==> config.mk <==
export PLATFORM = sky130hd
export DESIGN_NAME = clk_divider_one
export DESIGN_NICKNAME = d
export VERILOG_FILES = /design/src/rtl/clk_divider_one_pkg.sv /design/src/rtl/clk_divider_one.sv
export SDC_FILE = /design/constraint.sdc
export NUM_CORES = 1
export LEC_CHECK = 0
export ABC_AREA = 1
export BUFFER_PORTS_ARGS = -buffer_cell sky130_fd_sc_hd__buf_2
export CAP_MARGIN = 40
export CORE_AREA = 2 2 39 41
export CTS_BUF_LIST = sky130_fd_sc_hd__clkbuf_16
export CTS_CLUSTER_SIZE = 8
export DETAILED_ROUTE_END_ITERATION = 12
export DIE_AREA = 0 0 41 43
export GPL_ROUTABILITY_DRIVEN = 0
export HOLD_SLACK_MARGIN = 0.08
export PLACE_DENSITY = 0.3
export SLEW_MARGIN = 30
export SYNTH_ARGS = -nofsm -noshare
export SYNTH_HDL_FRONTEND = slang
export SYNTH_SLANG_ARGS = --single-unit
==> constraint.sdc <==
create_clock -name clk -period 0.9 [get_ports clk]
set_input_delay 0.135 -clock clk [delete_from_list [all_inputs] [get_ports clk]]
set_output_delay 0.135 -clock clk [all_outputs]
set_load 0.02 [all_outputs]
==> src/rtl/clk_divider_one_pkg.sv <==
// Shared clock helpers: default system clock rate and the minimum counter
// width needed to count through a given divide value.
package clk_divider_one_pkg;

  localparam int unsigned SYS_CLK_HZ = 100_000_000;

  // Smallest width w such that 2^w >= n (at least 1 bit).
  function automatic int min_width(input int n);
    int w;
    w = 1;
    while ((1 << w) < n) w++;
    return w;
  endfunction

endpackage

==> src/rtl/clk_divider_one.sv <==
// Integer clock divider: 50 % duty output with period 2*FREQUENCY_DIV_HALF,
// first rising output on the first clk edge after reset release.
module clk_divider_one
  import clk_divider_one_pkg::*;
#(
  parameter int FREQUENCY_DIV_HALF           = 4,
  parameter int FREQUENCY_DIV_HALF_BIT_WIDTH = 2
) (
  input  logic clk,
  input  logic reset,
  output logic clk_div
);

  localparam int W = FREQUENCY_DIV_HALF_BIT_WIDTH;

  generate
    if (FREQUENCY_DIV_HALF < 1) begin : g_bad_div
      $error("clk_divider_one: FREQUENCY_DIV_HALF must be >= 1");
    end
    if (W < min_width(FREQUENCY_DIV_HALF)) begin : g_bad_width
      $error("clk_divider_one: counter width too small for FREQUENCY_DIV_HALF");
    end
  endgenerate

  // Explicit terminal count so non-power-of-two divides never rely on wrap.
  localparam logic [W-1:0] LAST = W'(FREQUENCY_DIV_HALF - 1);

  logic [W-1:0] cnt;

  always_ff @(posedge clk or posedge reset) begin
    if (reset) begin
      cnt <= '0;
    end else if (cnt == LAST) begin
      cnt <= '0;
    end else begin
      cnt <= cnt + W'(1);
    end
  end

  // Toggle at the start of each half-period, so the first edge drives high.
  always_ff @(posedge clk or posedge reset) begin
    if (reset) begin
      clk_div <= 1'b0;
    end else if (cnt == '0) begin
      clk_div <= ~clk_div;
    end
  end

endmodule

==> impl_metrics.json <==
{
  "num_rows": 14,
  "cts-root-buf": "clkbuf_16",
  "skew_ps": 1.84,
  "dr_total_vias": 106,
  "path_cells": "buf_4",
  "post-synth-top-area-cell": "dfrtp_1",
  "track_usage_pct": 4.63,
  "timing.final.crit_share_pct": 96.9,
  "die_y_microns": 43,
  "grt_pass1_vias": 111,
  "synth_edf_count": 0,
  "maxCapViolCount": 0,
  "grt_first_pass_wirelength_microns": 414,
  "cp.required_ps": 760,
  "cp_slowest_cell": "dfrtp_1",
  "synth_area_sq_um": 134,
  "synth_xor_area_share_pct": 0,
  "wl_per_cell_microns": 5.79,
  "path_depth": 1,
  "cp.buffers_inverters": 1,
  "fmax_mhz": 1150,
  "viasPerCell": 2.72,
  "r2r_setup_slack_ps": 50,
  "reg2regPathDepth": 5,
  "first_pass_iters": 2,
  "fin_hold_ws_ps": 327,
  "syn-num-nets": 18,
  "port_buffers": 2,
  "crit_family": "flip-flops",
  "core-area_sq_um": 1380,
  "finalHoldViolCount": 0,
  "startpoint": "clk_div$_DFFE_PP0N_",
  "setup_viol": 0,
  "synth.area.mux_share_pct": 0,
  "max_stage_delay_ps": 360,
  "pre_cts_slack_ps": 63.1,
  "critical_path_arrival_ps": 740,
  "worstSetupEndpointType": "output port",
  "ys_types": 5,
  "die_w_microns": 41,
  "synthCells": 14,
  "drtIter0Drc": 2,
  "yosysSeqAreaShare_pct": 56.1,
  "dieArea_sq_um": 1760,
  "yosysMostFrequentCell": "inv_1",
  "diodes": 0,
  "status": "completed",
  "synthSimpleGateAreaFrac_pct": 11.2,
  "fillCellCount": 148,
  "p_leak_nw": 0.146,
  "crit_fanout": 2,
  "antenna_left": 0,
  "fin_ws_ps": 27.5,
  "ys.warnings.count": 0,
  "multi_input_area_sq_um": 45.0,
  "grt_overflow": 0,
  "clock_latency_ps": 220,
  "finalPower_w": 0.000825,
  "io-pin-count": 3,
  "post-route-min-period_ps": 873,
  "yosys.area.top_type_share_pct": 56.1,
  "cts_tree": "done",
  "final-seq-area_sq_um": 75.1,
  "synth_top_family_by_area": "adder cells",
  "async_flop_share_pct": 100,
  "dominantRegCellSynth": "dfrtp_1",
  "netlist_top_cells_count": "inv_1, dfrtp_1, nand2_1, ha_1, nor2_1",
  "antenna_found_initial": 0,
  "timing.rr.end": "clk_div$_DFFE_PP0N_",
  "start_util_pct": 9.67,
  "cts-htree-levels": 1,
  "layout.nets": 28,
  "placed_cells": 32,
  "clk_pin_slew_worst_paths_ps": 30,
  "hp-class": "in2async",
  "synth-adder-area-share_pct": 18.7,
  "criticalPathCategory": "reg2out",
  "tightest_slew_ps": 126,
  "cts_sinks": 3,
  "layout-drive-gt1-share_pct": 43.5,
  "start_kind": "register",
  "cp-endpoint": "clk_div",
  "synth_compound_area_share_pct": 0,
  "r2r-start": "cnt[0]$_DFF_PP0_",
  "synth_top_cells_by_area": "dfrtp_1, ha_1, inv_1",
  "slew_headroom_pct": 91.6,
  "ys_ff_latch": 3,
  "route.detailed.drc": 0,
  "layoutNonFillerInstCount": 39,
  "cellPowerDensity_nw_per_um2": 3000,
  "syn_avg_cell_area_sq_um": 9.56,
  "drt_wl_total_microns": 226,
  "ctsLongestPathBuffers": 2,
  "tns_ps": 0,
  "ir_drop_uv": 1080,
  "syn_to_final_growth_pct": 106,
  "slew_viol_final": 0,
  "grt_max_degree": 4,
  "rsz0062_at_grt": "yes",
  "numCtsBuffers": 3
}
final cells by class:
class	count	share of cell area, %
clock buffers	3	27.3
clock inverters	1	1.36
inverters	5	6.82
multi-input cells	6	16.4
flip-flops and latches	3	27.3
well taps	16	7.27
repair buffers	5	13.6
through the flow:
step / area (sq um) / utilization, %
after CTS: 263 / 19.0
after global placement: 164 / 11.8
after detailed placement: 164 / 11.8
final: 275 / 19.9
after floorplan: 134 / -
after global routing: 275 / 19.9
what timing repair did:
action | CTS | global route
hold endpoints to repair | 3 | 0
setup buffers | 1 | 1
pin swaps | 0 | 3
gates resized for setup | 1 | 3
hold buffers | 1 | 0
endpoints found under the setup margin | 1 | 1
report_power, final:
part / total [W] / internal (W) / switching [W] / leakage (nW)
Clock: 0.000681 / 0.000572 / 0.000109 / 0.0423
Sequential: 0.000136 / 0.000136 / 0 / 0.0326
Combinational: 0.00000826 / 0.00000464 / 0.00000362 / 0.0712
sequential cells by signal (all words and copies together) (netlist names):
register / cells
cnt: 2
clk_div: 1
how the worst min path moves through the flow:
stage / startpoint / end / slack [ps] / depth (start not counted)
floorplan: reset / clk_div$_DFFE_PP0N_ / -110 / 1
global placement: reset / clk_div$_DFFE_PP0N_ / 0.6 / 2
detailed placement: reset / clk_div$_DFFE_PP0N_ / 10 / 2
global route: reset / clk_div$_DFFE_PP0N_ / 380 / 3
finish: reset / clk_div$_DFFE_PP0N_ / 330 / 3
CTS: reset / clk_div$_DFFE_PP0N_ / 330 / 3
cell families after synthesis:
group,after synthesis
AND/OR/NAND/NOR,4
adder cells (fa/ha/maj),2
flip-flops,3
buffers and inverters,5
metal layers:
| layer | wire length (microns) | GRT usage [%] | vias up |
|---|---|---|---|
| met5 | 0 | 0 | - |
| met4 | 6 | 4.00 | 0 |
| met3 | 45 | 7.85 | 2 |
| met2 | 67 | 3.75 | 5 |
| met1 | 106 | 4.21 | 44 |
| li1 | - | - | 55 |
placed cells by master (no fill, tap or decap):
cell type | netlist | routed
buf_2 | 0 | 1
buf_4 | 0 | 3
clkbuf_16 | 0 | 3
dfrtp_1 | 3 | 3
dlygate4sd3_1 | 0 | 1
ha_1 | 2 | 1
ha_2 | 0 | 1
inv_1 | 5 | 5
inv_2 | 0 | 1
nand2_1 | 3 | 2
nand2_2 | 0 | 1
nor2_1 | 1 | 1
Note: power is estimated with default switching activity, not from simulation.
